## config.mk

```make
export PLATFORM = sky130hd
export DESIGN_NAME = riscv_lsu
export DESIGN_NICKNAME = d
export VERILOG_FILES = /design/src/rtl/riscv_lsu_pkg.sv /design/src/rtl/riscv_lsu_align.sv /design/src/rtl/riscv_lsu.sv
export SDC_FILE = /design/constraint.sdc
export NUM_CORES = 1
export LEC_CHECK = 0
export CAP_MARGIN = 25
export CORE_UTILIZATION = 45
export DETAILED_ROUTE_END_ITERATION = 10
export GPL_TIMING_DRIVEN = 0
export PLACE_DENSITY_LB_ADDON = 0.1
export SYNTH_ARGS = -nofsm -noshare
export SYNTH_HDL_FRONTEND = slang
export SYNTH_HIERARCHICAL = 1
export SYNTH_SLANG_ARGS = --single-unit
```

## constraint.sdc

```tcl
create_clock -name clk -period 2.5 [get_ports clk]
set_clock_uncertainty 0.15 [all_clocks]
set_input_delay 0.5 -clock clk [delete_from_list [all_inputs] [get_ports clk]]
set_output_delay 0.5 -clock clk [all_outputs]
set_load 0.05 [all_outputs]
```

## src/rtl/riscv_lsu_pkg.sv

```systemverilog
// riscv_lsu_pkg: shared FSM state type, RV32I load/store funct3 codes and the access-fault check
package riscv_lsu_pkg;

    typedef enum logic [1:0] {S_IDLE, S_BUS, S_RESP} state_t;

    localparam logic [2:0] F3_LB  = 3'd0;
    localparam logic [2:0] F3_LH  = 3'd1;
    localparam logic [2:0] F3_LW  = 3'd2;
    localparam logic [2:0] F3_LBU = 3'd4;
    localparam logic [2:0] F3_LHU = 3'd5;
    localparam logic [2:0] F3_SB  = 3'd0;
    localparam logic [2:0] F3_SH  = 3'd1;
    localparam logic [2:0] F3_SW  = 3'd2;

    // funct3[1:0] is 01 for LH/LHU/SH and 10 for LW/SW, so one alignment test covers loads and stores
    function automatic logic access_fault(input logic region_ok, input logic store,
                                          input logic [2:0] f3, input logic [1:0] lo);
        return !region_ok || f3 == 3'd3 || f3[2:1] == 2'b11 || (store && f3 > F3_SW) ||
               (f3[1:0] == 2'b01 && lo[0]) || (f3[1:0] == 2'b10 && lo != 2'b00);
    endfunction

endpackage

```

## src/rtl/riscv_lsu_align.sv

```systemverilog
// lsu_align: byte-lane mask, store data replication and load extraction/extension
//   funct3, store, addr_lo : registered access descriptor
//   wdata / rdata          : raw store data (rs2) / raw bus read word
//   mem_we, mem_wdata      : byte enables and lane-replicated store data
//   load_data              : selected and extended load result
module lsu_align import riscv_lsu_pkg::*; (
    input  logic [2:0]  funct3,
    input  logic        store,
    input  logic [1:0]  addr_lo,
    input  logic [31:0] wdata,
    input  logic [31:0] rdata,
    output logic [3:0]  mem_we,
    output logic [31:0] mem_wdata,
    output logic [31:0] load_data
);
    logic [7:0]  b;
    logic [15:0] h;

    always_comb begin
        b = rdata[{addr_lo, 3'b000} +: 8];
        h = rdata[{addr_lo[1], 4'b0000} +: 16];
        mem_we = !store ? 4'b0000 :
                 funct3 == F3_SB ? 4'b0001 << addr_lo :
                 funct3 == F3_SH ? 4'b0011 << {addr_lo[1], 1'b0} : 4'b1111;
        mem_wdata = funct3 == F3_SB ? {4{wdata[7:0]}} :
                    funct3 == F3_SH ? {2{wdata[15:0]}} : wdata;
        load_data = funct3 == F3_LB  ? {{24{b[7]}}, b} :
                    funct3 == F3_LBU ? {24'b0, b} :
                    funct3 == F3_LH  ? {{16{h[15]}}, h} :
                    funct3 == F3_LHU ? {16'b0, h} :
                    funct3 == F3_LW  ? rdata : 32'b0;
    end
endmodule

```

## src/rtl/riscv_lsu.sv

```systemverilog
// riscv_lsu: single-outstanding RV32I load/store unit bridging a core request to a word bus
//   clk, reset (sync, active high)
//   req_*  : core request (valid/ready, store, funct3, addr, wdata)
//   resp_* : one-cycle completion pulse with fault flag and extended load data
//   mem_*  : word-aligned bus with byte enables; held stable until mem_ready
module riscv_lsu import riscv_lsu_pkg::*; #(
    parameter int          AW         = 32,
    parameter logic [3:0]  RAM_REGION = 4'h8,
    parameter int          TIMEOUT    = 16
) (
    input  logic          clk,
    input  logic          reset,
    input  logic          req_valid,
    output logic          req_ready,
    input  logic          req_store,
    input  logic [2:0]    req_funct3,
    input  logic [AW-1:0] req_addr,
    input  logic [31:0]   req_wdata,
    output logic          resp_valid,
    output logic          resp_err,
    output logic [31:0]   resp_rdata,
    output logic          mem_valid,
    input  logic          mem_ready,
    output logic [AW-1:0] mem_addr,
    output logic [3:0]    mem_we,
    output logic [31:0]   mem_wdata,
    input  logic [31:0]   mem_rdata
);
    localparam int CW = TIMEOUT < 1 ? 1 : $clog2(TIMEOUT + 1);
    // the counter starts at 0 on BUS entry, so TIMEOUT bus cycles have elapsed when it reads TIMEOUT-1
    localparam logic [CW-1:0] CNT_LAST = CW'(TIMEOUT < 1 ? 0 : TIMEOUT - 1);

    state_t        state, state_n;
    logic [2:0]    f3_q;
    logic          store_q;
    logic [AW-1:0] addr_q;
    logic [31:0]   wdata_q;
    logic [31:0]   rdata_q;
    logic          err_q;
    logic [CW-1:0] cnt;
    logic          fault;
    logic          timeout;
    logic [3:0]    we;
    logic [31:0]   load_data;

    assign fault    = access_fault(req_addr[AW-1:AW-4] == RAM_REGION, req_store, req_funct3, req_addr[1:0]);
    assign timeout  = TIMEOUT != 0 && cnt == CNT_LAST && !mem_ready;
    assign mem_addr = {addr_q[AW-1:2], 2'b00};
    assign resp_rdata = rdata_q;

    lsu_align u_align (
        .funct3    (f3_q),
        .store     (store_q),
        .addr_lo   (addr_q[1:0]),
        .wdata     (wdata_q),
        .rdata     (mem_rdata),
        .mem_we    (we),
        .mem_wdata (mem_wdata),
        .load_data (load_data)
    );

    always_ff @(posedge clk) begin
        if (reset) begin
            state   <= S_IDLE;
            f3_q    <= '0;
            store_q <= 1'b0;
            addr_q  <= '0;
            wdata_q <= '0;
            rdata_q <= '0;
            err_q   <= 1'b0;
            cnt     <= '0;
        end else begin
            state <= state_n;
            if (state == S_IDLE && req_valid) begin
                f3_q    <= req_funct3;
                store_q <= req_store;
                addr_q  <= req_addr;
                wdata_q <= req_wdata;
                err_q   <= fault;
                rdata_q <= '0;
                cnt     <= '0;
            end
            if (state == S_BUS) begin
                if (mem_ready)
                    rdata_q <= store_q ? 32'b0 : load_data;
                else if (timeout)
                    err_q <= 1'b1;
                else
                    cnt <= cnt + 1'b1;
            end
        end
    end

    always_comb begin
        state_n    = state;
        req_ready  = 1'b0;
        mem_valid  = 1'b0;
        mem_we     = 4'b0000;
        resp_valid = 1'b0;
        resp_err   = 1'b0;
        case (state)
            S_IDLE: begin
                req_ready = 1'b1;
                if (req_valid)
                    state_n = fault ? S_RESP : S_BUS;
            end
            S_BUS: begin
                mem_valid = 1'b1;
                mem_we    = we;
                if (mem_ready || timeout)
                    state_n = S_RESP;
            end
            S_RESP: begin
                resp_valid = 1'b1;
                resp_err   = err_q;
                state_n    = S_IDLE;
            end
            default: state_n = S_IDLE;
        endcase
    end
endmodule

```

==> results of run 1 <==
-- cells by family after synthesis --
logic type / after synthesis / share of synthesized area
AND/OR/NAND/NOR: 243 / 0.193
AO/OA/AOI/OAI: 195 / 0.201
flip-flops: 108 / 0.396
buffers and inverters: 99 / 0.106
multiplexers: 49 / 0.0994
adder cells (fa/ha/maj): 2 / 0.00458
other: 1 / 0.000686
-- worst max-delay path, cell delays in order, from the launching register on --
cell and delay, ps:
dfxtp_2 400, nor2_4 180, buf_4 200, o21ai_0 100
and2_1 170, and2_1 130, clkdlybuf4s15_2 330
-- area by class of cell --
| type | instances | area share |
|---|---|---|
| multi-input cells | 491 | 0.342 |
| flip-flops and latches | 108 | 0.269 |
| repair buffers | 211 | 0.257 |
| plain buffers | 95 | 0.0718 |
| clock buffers | 11 | 0.0313 |
| well taps | 143 | 0.0221 |
| clock inverters | 5 | 0.00712 |
| inverters | 1 | 0.000465 |
-- cells in the final DEF, fill, tap and decap left out, drive strengths merged, types with 2 or more instances in the layout --
| cell type | count |
|---|---|
| inv | 2 |
| o31a | 2 |
| nor3b | 4 |
| dfxtp | 108 |
| nor4b | 2 |
| nor2b | 4 |
| a22oi | 15 |
| mux2 | 32 |
| clkdlybuf4s15 | 7 |
| a21boi | 2 |
| or2b | 2 |
| ha | 2 |
| nor2 | 12 |
| clkdlybuf4s50 | 172 |
| dlygate4sd2 | 7 |
| nor3 | 2 |
| clkbuf | 47 |
| mux2i | 16 |
| a21oi | 116 |
| and2 | 8 |
| nand2 | 194 |
| nand3 | 4 |
| clkinv | 3 |
| nand2b | 5 |
| a221o | 9 |
| o21ai | 43 |
| conb | 2 |
| buf | 84 |
| a311oi | 2 |
-- report_power, final --
part | switching (µW) | internal [µW]
Sequential | 59.6 | 1790
Clock | 657 | 834
Combinational | 696 | 517
Total | 1410 | 3140
-- timing repair --
item | in CTS | in global routing
buffers inserted | 2 | 4
resized for setup | 116 | 30
hold endpoints to repair | 0 | 0
gates cloned | 1 | 0
pin swaps | 2 | 1
setup endpoints to repair | 32 | 15
-- registers in the layout (all words and copies together), names as in the netlist --
name,count
addr_q,32
store_q,1
resp_rdata,32
state,2
f3_q,3
cnt,5
wdata_q,32
err_q,1
-- routing by layer --
layer | track usage | wire length [µm] | vias to the layer above
met2 | 0.476 | 8340 | 284
met4 | 0.148 | 668 | 0
met1 | 0.331 | 7150 | 2670
li1 | - | - | 2773
met5 | 0 | 0 | -
met3 | 0.0567 | 1400 | 56
-- worst min-delay path by stage --
| stage | cells past startpoint | to | start |
|---|---|---|---|
| global route | 2 | addr_q[20] | addr_q[20] |
| floorplan | 2 | f3_q[0] | f3_q[0] |
| detailed placement | 2 | wdata_q[17] | wdata_q[17] |
| global placement | 2 | wdata_q[18] | wdata_q[18] |
| finish | 2 | wdata_q[17] | wdata_q[17] |
| CTS | 2 | wdata_q[17] | wdata_q[17] |
-- through the flow --
step	hold WS, ps	instance area (µm²)
floorplan	283	5470
global placement	291	7690
detailed placement	295	7690
CTS	306	8020
global route	325	8080
finish	307	8080
==> impl_metrics.yaml, run 1 <==
status:
  status: "complete, but fails checks"
  violations: "design-rule violations"
grt:
  grt_max_degree: 18
  grt_usage: 0.279
  overflow: 0
  grt_pass1_vias: 5801
  grt_antenna_before_repair: 0
  grt_pass1_wl_mm: 27.9
clock_network:
  h-tree-depth: 3
  hold_buffers: 0
  tritoncts: "yes"
  numCtsBuffers: 9
  path_clk_slew_ps: 70
  root_buffer: "clkbuf_16"
  clk_latency_ps: 350
  numClockSinks: 108
  clockBufferDepth: 2
setup_path:
  critPathMaxFanout: 10
  reg2reg_to: "cnt[3]"
  crit_path_start_kind: "flop"
  crit_start: "f3_q[1]"
  crit_type: "reg2out"
  cp.arrival_ps: 1840
  rr_worst_depth: 6
  cp.required_ps: 1850
  critPathCaptureType: "primary output"
  endpoint: "mem_we[1]"
  r2r_start: "cnt[0]"
  rrSetupSlack_ps: 250
route:
  drt_iter0_drc: 494
  avgRoutedWirePerCell_um: 16.5
  drt-total-wl_mm: 17.6
  drcViolationCount: 11
  postRouteAntennaNets: 0
  dr.pass1.iters: 8
  vias: 5783
  drt-vias-per-instance: 5.43
sta:
  period_minus_slack_ps: 2490
  worst_slew_pin_slew_ps: 769
  fmax_mhz: 401
  setup_slack_ps: 5.78
  final_max_slew_viol_count: 0
  grt_setup_unrepaired: "true"
  hold_violations: 0
  setup_tns_ps: 0
  slew_headroom: 0.486
  fin_crit_sh: 0.998
  setup-violations-final: 0
yosys:
  syn_avg_cell_area_um2: 7.84
  async_reset_ff_frac: 0
  synth_top_area_share: 0.396
  synth_seq_cells: 108
  synth_area_leader_cell: "dfxtp_1"
  synth_edf_count: 0
  ys.flop_type: "dfxtp_1"
  yosysWarningCount: 6
  synth_top_cells_by_count: "nand2_1, a21oi_1, dfxtp_1, o21ai_0, buf_4"
  synth_area_mm2: 0.00546
  netlist_top_cells_area: "dfxtp_1, nand2_1, a21oi_1, mux2_2, buf_4"
  synth_cells: 697
  synth.most_common_cell: "nand2_1"
  yosysSeqAreaShare: 0.396
  yosysUniqueCellTypes: 45
place:
  pre_cts_ws_ps: -523
  portBuffers: 204
  dp_hpwl_mm: 13.2
  placed_cells_incl_taps: 1045
  gp_congestion: 0.943
cells_and_area:
  layout-drive-gt1-share: 0.176
  synthToLayoutAreaGrowth_pct: 47.9
  seq_area_mm2: 0.00217
  final_cells: 1065
  multi_input_area_mm2: 0.00276
  finalNetCount: 1023
  n_fill_cell: 957
  fin_util: 0.696
  diodes: 0
job:
  cap_violations: 0
pwr:
  peakVddDrop_mv: 0.322
  power.total_uw: 4550
  powerDensity_mw_per_mm2: 563
  power_leakage_uw: 0.00319
floorplan:
  core_mm2: 0.0116
  io_pins: 208
  initial_utilization: 0.470
  die_h_um: 112
  die_w_um: 112
  rows: 39
  dieArea_mm2: 0.0126
hold_path:
  worstHoldPathType: "reg2reg"
(Power assumes the default switching activity.)
==> inputs of run 2 (changes only) <==
- SLEW_MARGIN: default -> 10
==> results of run 2 <==
Same layout as run 1: the final DEF is identical, and so are final timing and power.
